<file path="src/rtl/frame_parser_pkg.sv">
// Shared definitions for the frame parser and its sibling frame builder:
// FSM state encoding and default frame parameters.
package frame_parser_pkg;

  localparam int         DATA_WIDTH_DEF = 8;
  localparam logic [7:0] SOF_BYTE_DEF   = 8'hA5;
  localparam int         MAX_LEN_DEF    = 64;
  localparam int         CNT_WIDTH_DEF  = 16;

  typedef enum logic [1:0] {
    ST_IDLE = 2'd0,
    ST_LEN  = 2'd1,
    ST_PAY  = 2'd2,
    ST_CHK  = 2'd3
  } state_t;

endpackage

</file>
<file path="src/rtl/frame_chksum.sv">
// Modulo-2^W running checksum with clear/add and a zero test that includes
// the byte currently on din (used to judge the CHK byte without storing it).
module frame_chksum #(
  parameter int W = 8
) (
  input  logic         clk,
  input  logic         rst,
  input  logic         clear,
  input  logic         add,
  input  logic [W-1:0] din,
  output logic         zero_with_din
);

  logic [W-1:0] sum_q;
  logic [W-1:0] sum_d;
  logic [W-1:0] sum_plus;

  assign sum_plus      = sum_q + din;
  assign zero_with_din = (sum_plus == '0);

  always_comb begin
    sum_d = sum_q;
    if (clear) begin
      sum_d = add ? din : '0;
    end else if (add) begin
      sum_d = sum_plus;
    end
  end

  always_ff @(posedge clk) begin
    if (rst) begin
      sum_q <= '0;
    end else begin
      sum_q <= sum_d;
    end
  end

endmodule

</file>
<file path="src/rtl/frame_parser.sv">
// Delimits SOF/LEN/payload/CHK frames from the FIFO read side, forwards the
// payload through a one-deep output register and reports per-frame status.
//
// state | meaning
// IDLE  | hunting for SOF, other bytes dropped
// LEN   | expecting LEN byte, seeds checksum
// PAY   | forwarding payload bytes, rem_q counts down
// CHK   | expecting checksum byte, emits status
module frame_parser
  import frame_parser_pkg::*;
#(
  parameter int                    DATA_WIDTH = DATA_WIDTH_DEF,
  parameter logic [DATA_WIDTH-1:0] SOF_BYTE   = DATA_WIDTH'(SOF_BYTE_DEF),
  parameter int                    MAX_LEN    = MAX_LEN_DEF,
  parameter int                    CNT_WIDTH  = CNT_WIDTH_DEF
) (
  input  logic                  rdclk,
  input  logic                  rst,
  output logic                  readValid,
  input  logic                  readReady,
  input  logic [DATA_WIDTH-1:0] readData,
  output logic                  outValid,
  input  logic                  outReady,
  output logic [DATA_WIDTH-1:0] outData,
  output logic                  outLast,
  output logic                  frameDone,
  output logic                  frameErr,
  output logic [CNT_WIDTH-1:0]  okCount,
  output logic [CNT_WIDTH-1:0]  errCount
);

  localparam logic [DATA_WIDTH-1:0] MAX_LEN_V = DATA_WIDTH'(MAX_LEN);
  localparam logic [DATA_WIDTH-1:0] ONE_V     = DATA_WIDTH'(1);
  localparam logic [CNT_WIDTH-1:0]  CNT_ONE   = CNT_WIDTH'(1);

  state_t                state_q, state_d;
  logic [DATA_WIDTH-1:0] rem_q, rem_d;
  logic                  out_valid_q, out_valid_d;
  logic [DATA_WIDTH-1:0] out_data_q, out_data_d;
  logic                  out_last_q, out_last_d;
  logic                  done_q, done_d;
  logic                  err_q, err_d;
  logic [CNT_WIDTH-1:0]  ok_cnt_q, ok_cnt_d;
  logic [CNT_WIDTH-1:0]  err_cnt_q, err_cnt_d;

  logic rd_fire;
  logic out_take;
  logic ck_clear;
  logic ck_add;
  logic ck_zero;

  frame_chksum #(
    .W (DATA_WIDTH)
  ) u_chksum (
    .clk           (rdclk),
    .rst           (rst),
    .clear         (ck_clear),
    .add           (ck_add),
    .din           (readData),
    .zero_with_din (ck_zero)
  );

  // In PAY the register may only be refilled if it is empty or drains this cycle.
  assign readValid = (state_q != ST_PAY) | ~out_valid_q | outReady;
  assign rd_fire   = readValid & readReady;
  assign out_take  = out_valid_q & outReady;

  always_comb begin
    state_d     = state_q;
    rem_d       = rem_q;
    out_valid_d = out_valid_q;
    out_data_d  = out_data_q;
    out_last_d  = out_last_q;
    done_d      = 1'b0;
    err_d       = 1'b0;
    ok_cnt_d    = ok_cnt_q;
    err_cnt_d   = err_cnt_q;
    ck_clear    = 1'b0;
    ck_add      = 1'b0;

    if (out_take) begin
      out_valid_d = 1'b0;
      out_last_d  = 1'b0;
    end

    if (rd_fire) begin
      unique case (state_q)
        ST_IDLE: begin
          if (readData == SOF_BYTE) state_d = ST_LEN;
        end
        ST_LEN: begin
          ck_clear = 1'b1;
          ck_add   = 1'b1;
          if (readData > MAX_LEN_V) begin
            done_d  = 1'b1;
            err_d   = 1'b1;
            if (err_cnt_q != '1) err_cnt_d = err_cnt_q + CNT_ONE;
            state_d = ST_IDLE;
          end else if (readData == '0) begin
            state_d = ST_CHK;
          end else begin
            rem_d   = readData;
            state_d = ST_PAY;
          end
        end
        ST_PAY: begin
          ck_add      = 1'b1;
          out_data_d  = readData;
          out_valid_d = 1'b1;
          out_last_d  = (rem_q == ONE_V);
          rem_d       = rem_q - ONE_V;
          if (rem_q == ONE_V) state_d = ST_CHK;
        end
        ST_CHK: begin
          done_d = 1'b1;
          err_d  = ~ck_zero;
          if (ck_zero) begin
            if (ok_cnt_q != '1) ok_cnt_d = ok_cnt_q + CNT_ONE;
          end else begin
            if (err_cnt_q != '1) err_cnt_d = err_cnt_q + CNT_ONE;
          end
          state_d = ST_IDLE;
        end
        default: state_d = ST_IDLE;
      endcase
    end
  end

  always_ff @(posedge rdclk) begin
    if (rst) begin
      state_q     <= ST_IDLE;
      rem_q       <= '0;
      out_valid_q <= 1'b0;
      out_data_q  <= '0;
      out_last_q  <= 1'b0;
      done_q      <= 1'b0;
      err_q       <= 1'b0;
      ok_cnt_q    <= '0;
      err_cnt_q   <= '0;
    end else begin
      state_q     <= state_d;
      rem_q       <= rem_d;
      out_valid_q <= out_valid_d;
      out_data_q  <= out_data_d;
      out_last_q  <= out_last_d;
      done_q      <= done_d;
      err_q       <= err_d;
      ok_cnt_q    <= ok_cnt_d;
      err_cnt_q   <= err_cnt_d;
    end
  end

  assign outValid  = out_valid_q;
  assign outData   = out_data_q;
  assign outLast   = out_last_q;
  assign frameDone = done_q;
  assign frameErr  = err_q;
  assign okCount   = ok_cnt_q;
  assign errCount  = err_cnt_q;

endmodule
</file>
<file path="config.mk">
export PLATFORM = sky130hd
export DESIGN_NAME = frame_parser
export DESIGN_NICKNAME = d
export VERILOG_FILES = /design/src/rtl/frame_parser_pkg.sv /design/src/rtl/frame_chksum.sv /design/src/rtl/frame_parser.sv
export SDC_FILE = /design/constraint.sdc
export NUM_CORES = 1
export LEC_CHECK = 0
export CAP_MARGIN = 10
export CORE_ASPECT_RATIO = 1.5
export CORE_MARGIN = 4
export CORE_UTILIZATION = 50
export DETAILED_ROUTE_END_ITERATION = 12
export PLACE_DENSITY = 0.84
export SLEW_MARGIN = 0
export SYNTH_ARGS = -nofsm -noshare
export SYNTH_HDL_FRONTEND = slang
export SYNTH_SLANG_ARGS = --single-unit
</file>
<file path="constraint.sdc">
create_clock -name rdclk -period 3.9 [get_ports rdclk]
set_input_delay 0.78 -clock rdclk [delete_from_list [all_inputs] [get_ports rdclk]]
set_output_delay 0.78 -clock rdclk [all_outputs]
set_load 0.02 [all_outputs]
</file>
==> metrics.txt, run 1 <==
site row count 37; Post-Syn Nets ~470; share of cells above drive strength 1 11.2%; Setup crit start kind input port; total congestion overflow 0; WHS Path Cells 2; total of max-cap violations 0; Psw 0.295 mW; reg2reg setup slack between 0.9 and 1 ns; I/O pin count between 50 and 60; Hold Crit Class reg -> reg; min-delay src outData[2]; PwrDens about 310 nW/µm²; Layout area overhead 26.3%; WHS Endpoint outData[2]; Die ar. 8410 µm²; CP arrival 3.85 ns; clock buffer depth 2; Post-Syn Area 3490 µm²; Main synth FF type dfxtp_1; combinational share of power roughly 5.7%; post-DP HPWL approximately 6300 µm; Synth cell types 55; average size of a mapped cell about 8 µm²; antenna violations before repair 0; Starting Density between 50 and 60%; Slew Limit Headroom roughly a quarter; wire length per cell about 15 µm; vias in the first global route 3,197; hold_buf cts 0; core box area between 6000 and 7000 µm²; Internal between 1 and 1.5 mW; Synth async-reset ratio 0%; Fin Setup TNS 0 ns; CP max FO 3; CP Class in -> reg; clock power share a little under half; Reg-to-Reg End okCount[12]; VDD IR-drop max roughly 0.25 mV; clk sinks between 60 and 70; fin crit period between 3 and 4 ns; crit end category register; final WL between 8000 and 9000 µm; first-pass detailed-route iteration total 5; Pleak roughly 1.5 nW; Seq pwr share between 40% and 50%; Fin. Hold Viols 0; number of CTS-inserted buffers 9; CTS resizes 0; Final Max Slew Viols 0; CTS tree done; Horiz. Die Dim around 76 µm; post-CTS setup buffer count 0; Tot GR Track Use a little over a fifth; htree depth 3; status completed; Post-DRT Antenna Nets 0; Sw Share a little over a fifth; GPL Wtd Cong 0.877; first-pass GRT wire length 14,400 µm; total power around 1.3 mW; Max Clk Rate around 280 MHz; Vert. Die Dim around 110 µm; Syn. warnings 0; Seq/Total Area, Yosys ~36%; vias between 3,000 and 4,000; # port buffers 56; unrepaired setup endpoints after global routing false; EDFF count, synth 0; DR iter-0 viols ~290; ant diodes 0; root buffer cell clkbuf_8; largest net degree at the start of global routing 63; flops & latches, synth between 60 and 70; synthesized instance count 439; Clock Skew around 0.0086 ns; final setup violation count 0; fin crit share ~90%; worst-margin pin slew about 1.1 ns; Reg-to-Reg Start u_chksum.sum_q[0]; Reg2Reg Depth 10; clock latency on the worst-skew pair 0.34 ns; clock-pin slew on the worst setup and hold paths about 0.070 ns; Residual DRC 0; DR vias/cell 5.96; Final #Nets roughly 530; CP Data Required Time 4.16 ns
==> critical path, stage by stage <==
cell and delay (ns):
clkdlybuf4s50_1 0.50, ha_1 0.19, inv_1 0.06, fa_1 0.39, nand2b_1 0.18, a21oi_1 0.19, mux2_4 0.33, or3_4 0.39
or3_1 0.36, or3_1 0.35, a21oi_1 0.14
==> power by group through the flow <==
stage / clock [mW] / combinational, mW / sequential, mW
detailed placement: 0 / 0.0763 / 0.648
global route: 0.678 / 0.0837 / 0.633
global placement: 0 / 0.0748 / 0.648
CTS: 0.648 / 0.0768 / 0.634
floorplan: 0 / 0.0400 / 0.648
finish: 0.638 / 0.0773 / 0.634
==> synth_stat cells (3+ instances only) <==
| cell type | n | area, µm² |
|---|---|---|
| ha_1 | 16 | 200 |
| nand4_1 | 5 | 31.3 |
| nand2_1 | 49 | 184 |
| nand2b_1 | 5 | 31.3 |
| or3_1 | 18 | 113 |
| and4_1 | 3 | 26.3 |
| a22oi_1 | 5 | 37.5 |
| mux2i_1 | 5 | 50.1 |
| a21oi_1 | 55 | 275 |
| o21ai_0 | 36 | 180 |
| nor4_1 | 3 | 18.8 |
| nor3_1 | 9 | 45.0 |
| nor2b_1 | 5 | 31.3 |
| or3_2 | 10 | 75.1 |
| nor2_1 | 25 | 93.8 |
| xor2_1 | 5 | 43.8 |
| dfxtp_1 | 62 | 1240 |
| and3_1 | 7 | 43.8 |
| clkbuf_1 | 17 | 63.8 |
| inv_1 | 17 | 63.8 |
| o211ai_1 | 5 | 37.5 |
| o22ai_1 | 4 | 25.0 |
| a211oi_1 | 6 | 45.0 |
| o31ai_1 | 4 | 30.0 |
| xnor2_1 | 3 | 26.3 |
| nand4b_1 | 3 | 26.3 |
| nand3_1 | 23 | 115 |
==> how the worst max path moves through the flow <==
| stage | from | endpoint | slack [ns] |
|---|---|---|---|
| after global routing | readData[0] | okCount[8] | 0.11 |
| after floorplan | readData[0] | okCount[12] | 0.55 |
| after CTS | readData[0] | okCount[12] | 0.32 |
| after detailed placement | readData[0] | okCount[12] | 0.004 |
| final | readData[0] | okCount[12] | 0.31 |
| after global placement | readData[0] | okCount[12] | 0.03 |
==> metrics by stage <==
| step | worst slack (ns) | std cells | util [%] | cell area (µm²) | hold WS [ns] |
|---|---|---|---|---|---|
| floorplan | 0.546 | 439 | - | 3490 | 0.444 |
| global placement | 0.0320 | 572 | 61.1 | 4190 | 0.445 |
| detailed placement | 0.00402 | 572 | 61.1 | 4190 | 0.453 |
| CTS | 0.320 | 587 | 64.4 | 4410 | 0.463 |
| global route | 0.105 | 587 | 64.4 | 4410 | 0.480 |
| finish | 0.306 | 587 | 64.4 | 4410 | 0.459 |
==> final cells by class <==
type                            count  area (µm²)
Multi-Input combinational cell    340        2090
Tap cell                           78        97.6
Fill cell                         588        2440
Sequential cell                    62        1240
Clock inverter                      4        70.1
Clock buffer                       11         151
Timing Repair Buffer               75         698
Inverter                           17        63.8
==> cells by family (layout without fill, tap and decap cells) <==
kind of cell | count (synthesis) | count (layout) | synth area share, %
buffers and inverters | 37 | 107 | 4.66
AO/OA/AOI/OAI | 130 | 130 | 22.4
flip-flops | 62 | 62 | 35.6
XOR/XNOR | 8 | 8 | 2.01
multiplexers | 6 | 6 | 1.86
AND/OR/NAND/NOR | 179 | 179 | 27.2
adder cells (fa/ha/maj) | 17 | 17 | 6.31
==> layout by cell type, fill, tap and decap left out, types with 3 or more instances in the layout <==
master and count:
ha_1 16, and4_1 3, o21ai_0 36, clkdlybuf4s50_1 55
clkbuf_8 11, dfxtp_1 62, xor2_1 5, o22ai_1 4
buf_4 19, nor2b_1 5, a211oi_1 6, nand4b_1 3
and3_1 7, nor2_1 25, nor4_1 3, nand4_1 5
xnor2_1 3, or3_2 10, nand2_1 49, inv_1 17
o31ai_1 4, nand2b_1 5, mux2i_1 5, o211ai_1 5
a21oi_1 55, a22oi_1 5, or3_1 18, nand3_1 23
nor3_1 9
==> layer usage <==
metal  global-route usage [%]  up-vias  part of all wire, %
li1                         -     1735                    -
met1                     23.2     1630                   41
met2                     38.7      109                   52
met3                     2.93       25                  4.0
met4                     11.1        0                  3.0
met5                        0        -                    0
==> sequential cells by signal (all words and copies together) (netlist names), named ones only <==
signal / flops
errCount: 16
okCount: 16
outData: 8
rem_q: 8
u_chksum.sum_q: 8
frameDone: 1
frameErr: 1
outLast: 1
outValid: 1
state_q: 1
(Power assumes the default switching activity.)
==> inputs of run 2 (changes only) <==
CORE_MARGIN = 8   (was 4)
CTS_CLUSTER_DIAMETER = 120   (was not set)
==> run 2 against run 1 <==
  * Count of clock-buffer cells in the layout rose by 2
  * Core utilization grew 0.73 points
  * Total power up 1.7%
  * Setup slack worse by 0.039 ns
  * Sequential cell count unchanged
  * Critical endpoint unchanged
==> metrics.txt, run 2 (synthesis gave the netlist of run 1 again) <==
total congestion overflow 0 (unchanged); Hold Worst Slack 0.454 ns (-0.00500 ns); I/O pin count 57 (unchanged); clk sinks 62 (unchanged); GPL Wtd Cong 0.881 (+0.38%); share of cells above drive strength 1 11.4% (+0.15 points); CP Class in -> reg; Hold Crit Class reg -> reg; Vert. Die Dim 118 µm (+7.3%); DR iter-0 viols 257 (-9.8%); CTS tree done; clock-pin slew on the worst setup and hold paths 0.07 ns (about the same); Max Clk Rate 275 MHz (-1.1%); # port buffers 56 (unchanged); Clock Skew 0.00823 ns (-0.000384 ns); Horiz. Die Dim 84.2 µm (+10%); DP Area 4200 µm² (+0.18%); Final Max Slew Viols 0 (unchanged); clock buffer depth 2 (unchanged); number of CTS-inserted buffers 9 (unchanged); post-DP HPWL 6640 µm (+5.7%); Layout Cells excl Fill 589 (+0.34%); core box area 6810 µm² (-0.68%); root buffer cell clkbuf_8; CTS resizes 0 (unchanged); largest net degree at the start of global routing 63 (unchanged); fin crit period 3.63 ns (+0.0389 ns); fin area 4430 µm² (+0.45%); Slew Limit Headroom 24.8% (+0.60 points); PwrDens 310 nW/µm² (+1.2%); DR vias/cell 5.96 (about the same); Pleak 1.48 nW (+0.57%); final WL 9170 µm (+5.3%); fin crit share 93.1% (+1.0 points); placed insts 573 (+0.17%); site row count 37 (unchanged); antenna violations before repair 0 (unchanged); crit end category register; vias 3,508 (+0.26%); clock latency on the worst-skew pair 0.35 ns (about the same); Setup crit start kind input port; total of max-cap violations 0 (unchanged); Final #Nets 535 (+0.19%); Starting Density 51.3% (+0.35 points); ant diodes 0 (unchanged); most common cell after layout, fill and taps aside dfxtp_1; Tot GR Track Use 18.7% (-2.2 points); VDD IR-drop max 0.183 mV (-28%); htree depth 3 (unchanged); Fin. Hold Viols 0 (unchanged); reg2reg setup slack 0.87 ns (-0.05 ns); first-pass detailed-route iteration total 4 (-1); CP max FO 3 (unchanged); first-pass GRT wire length 15,900 µm (+10%); total power 1.37 mW (+1.7%); Post-DRT Antenna Nets 0 (unchanged); Layout area overhead 26.9%; wire length per cell 15.6 µm (+4.9%); unrepaired setup endpoints after global routing false; most frequent cells in the layout dfxtp_1 (62), a21oi_1 (55), clkdlybuf4s50_1 (55); CP Data Required Time 4.16 ns (about the same); post-CTS setup buffer count 0 (unchanged); vias in the first global route 3,439 (+7.6%); worst-margin pin slew 1.13 ns (-0.00893 ns); status completed; Die ar. 9970 µm² (+19%); Residual DRC 0 (unchanged); final setup violation count 0 (unchanged); hold_buf cts 0 (unchanged); CP arrival 3.89 ns (+0.04 ns)
## run 2: final timing paths
check / startpoint / end / cells after the start
setup / recovery: readData[0] / okCount[12] / 11
hold / removal: outData[0] / outData[0] / 2
setup reg to reg: u_chksum.sum_q[0] / okCount[12] / 10
hold reg to reg: outData[0] / outData[0] / 2
## run 2: metal layers
layer  wire length (µm)  GRT usage [%]  vias to the layer above
met4                276           10.2                        0
met2               4910           33.2                       72
met3                344           3.57                       18
li1                   -              -                     1736
met5                  0              0                        -
met1               3640           20.1                     1682
## run 2: cell type report
| class | count | area (µm²) |
|---|---|---|
| inverters | 17 | 63.8 |
| flip-flops and latches | 62 | 1240 |
| multi-input cells | 340 | 2090 |
| fillers | 566 | 2380 |
| well taps | 78 | 97.6 |
| clock buffers | 13 | 169 |
| clock inverters | 3 | 65.1 |
| repair buffers | 76 | 706 |
## run 2: report_power, final
group	switching, mW	internal [mW]	total, mW
Sequential	0.000458	0.633	0.634
Clock	0.247	0.411	0.659
Combinational	0.0465	0.0323	0.0789
## run 2: metrics by stage
stage / utilization (%) / setup WS, ns / setup TNS (ns)
finish: 65.1 / 0.267 / 0
global route: 65.1 / 0.00987 / 0
CTS: 65.1 / 0.286 / 0
detailed placement: 61.6 / -0.0907 / -0.543
global placement: 61.6 / -0.0307 / -0.0307
floorplan: - / 0.546 / 0
## run 2: worst max-delay path, stage by stage
cell	delay, ns
clkdlybuf4s50_1	0.50
ha_1	0.23
inv_1	0.08
fa_1	0.37
nand2b_1	0.18
a21oi_1	0.19
mux2_4	0.33
or3_4	0.39
or3_1	0.36
or3_1	0.35
a21oi_1	0.14
==> inputs of run 3 (changes only) <==
CELL_PAD_IN_SITES_DETAIL_PLACEMENT = 1   (was not set)
CELL_PAD_IN_SITES_GLOBAL_PLACEMENT = 1   (was not set)
CORE_UTILIZATION = 36   (was 50)
PLACE_DENSITY = 0.86   (was 0.84)
clock period = 3.2 ns   (was 3.9 ns; I/O delays follow)
==> run 3 against run 2 <==
  * Sequential share of layout area decreased by 2.6 points
  * Via count increased by 8.0%
  * Wire length increased by 37%
  * Clock power increased by 38%
  * Combinational power increased by 62%
  * Non-clock buffer count increased by 29
==> metrics.txt, run 3 (synthesis gave the netlist of run 1 again) <==
status completed; clock-pin slew on the worst setup and hold paths 0.05 ns (-0.02 ns); share of cells above drive strength 1 18.9% (+7.6 points); hold_buf cts 0 (unchanged); Pleak 1.68 nW (+14%); Psw 0.423 mW (+44%); worst-margin pin slew 0.731 ns (-0.397 ns); DR WL met2 6770 µm (+38%); WL met3 425 µm (+24%); most common cell after layout, fill and taps aside dfxtp_1; Fin Setup TNS 0 ns (unchanged); I/O pin count 57 (unchanged); fin crit share a little over nine tenths; Internal 1.39 mW (+29%); total of max-cap violations 0 (unchanged); ant diodes 0 (unchanged); Sw Share 23.3% (+1.9 points); Hold Crit Class reg -> reg; Final #Nets 564 (+5.4%); htree depth 3 (unchanged); clock power share 50.2% (+2.2 points); CP Data Required Time 3.47 ns (-0.69 ns); first-pass detailed-route iteration total 4 (unchanged); clock latency on the worst-skew pair 0.34 ns (about the same); vias in the first global route 4,085 (+19%); Slew Limit Headroom 50.9% (+26 points); root buffer cell clkbuf_16; M1 WL 4770 µm (+31%); GPL Wtd Cong 0.828 (-6.0%); VDD IR-drop max 0.288 mV (+57%); Final Max Slew Viols 0 (unchanged); CP Class in -> reg; wire length per cell 19.2 µm (+23%); DR vias/cell 5.79 (-2.8%); number of CTS-inserted buffers 9 (unchanged); combinational share of power 7.0% (+1.2 points); final setup violation count 0 (unchanged); Setup crit start kind input port; Clock Skew 0.00536 ns (-0.00287 ns); final core occ 50.9% (-14 points); clock buffer depth 2 (unchanged); vias 3,788 (+8.0%); crit end category register; DR iter-0 viols 131 (-49%); Fin. Hold Viols 0 (unchanged); site row count 44 (+19%); Residual DRC 0 (unchanged); Vert. Die Dim 137 µm (+15%); CP arrival 3.38 ns (-0.51 ns); highest metal used met4; Starting Density 36.4% (-15 points); post-DP HPWL 8780 µm (+32%); antenna violations before repair 0 (unchanged); first-pass GRT wire length 20,000 µm (+26%); Seq pwr share 42.7% (-3.5 points); Layout area overhead 39.6%; # port buffers 56 (unchanged); CP max FO 4 (+1); total congestion overflow 0 (unchanged); PwrDens 372 nW/µm² (+20%); Post-DRT Antenna Nets 0 (unchanged); largest net degree at the start of global routing 34 (-46%); CTS tree done; Die ar. 13,200 µm² (+32%); core box area 9580 µm² (+41%); fill count 1,154 (+100%); most frequent cells in the layout dfxtp_1 (62), a21oi_1 (52), nand2_1 (49), clkdlybuf4s50_1 (49), buf_4 (47); Horiz. Die Dim 96.4 µm (+14%); final WL 12,600 µm (+37%); Max Clk Rate roughly 320 MHz; Tot GR Track Use 19.5% (+0.84 points); clk sinks 62 (unchanged); fin crit period 3.11 ns
-- run 3: cell count changes in the layout (fill, tap and decap cells not counted), sizes merged --
cell,delta
bufinv,-2
clkdlybuf4s50,-6
clkbuf,+2
dlymetal6s2s,+4
buf,+29
dlygate4sd2,+1
-- run 3: cell type report --
cell class	instances	area [µm²]	share of cell area [%]
Inverter	17	63.8	1.31
Multi-Input combinational cell	340	2220	45.6
Clock inverter	1	5.00	0.103
Tap cell	115	144	2.95
Clock buffer	14	264	5.42
Timing Repair Buffer	105	935	19.2
Sequential cell	62	1240	25.5
-- run 3: worst paths after layout --
| path | startpoint | end | slack (ns) | cells after the start |
|---|---|---|---|---|
| worst max-delay path | readData[5] | okCount[11] | 0.09 | 12 |
| worst min-delay path | outData[4] | outData[4] | 0.46 | 2 |
| worst max register to register | u_chksum.sum_q[1] | okCount[12] | 0.25 | 9 |
| worst min register to register | outData[4] | outData[4] | 0.46 | 2 |
-- run 3: critical path, cell delays in order --
cell	delay (ns)
clkdlybuf4s50_1	0.61
ha_4	0.26
and2b_2	0.21
a21oi_1	0.14
o21ai_0	0.15
buf_4	0.18
nor3_4	0.17
buf_4	0.14
nand4b_1	0.17
buf_4	0.21
or3_4	0.37
a21oi_2	0.12
-- run 3: per-stage QoR --
stage	worst slack (ns)	cell area [µm²]	instances	hold slack [ns]	total power, mW
after floorplan	0.00439	3490	439	0.444	0.839
after global placement	-0.521	4430	634	0.445	0.896
after detailed placement	-0.661	4430	634	0.455	0.902
after CTS	0.000468	4820	654	0.462	1.82
after global routing	-0.0547	4870	654	0.477	1.86
final	0.0862	4870	654	0.462	1.81
-- run 3: power by group through the flow --
stage	Combinational [mW]	Sequential [mW]	Clock (mW)
finish	0.128	0.774	0.910
global route	0.135	0.773	0.954
CTS	0.121	0.774	0.925
detailed placement	0.112	0.790	0
global placement	0.106	0.790	0
floorplan	0.0489	0.790	0
-- run 3: timing repair --
item,CTS,global route
endpoints found under the setup margin,32,20
setup buffers,5,0
cloned,0,0
pin swaps,6,4
gates resized for setup,16,13
-- run 3: layer usage --
metal	up-vias	global-route usage (%)
li1	1793	-
met5	-	0
met1	1861	18.8
met3	47	3.95
met4	0	12.8
met2	87	36.0
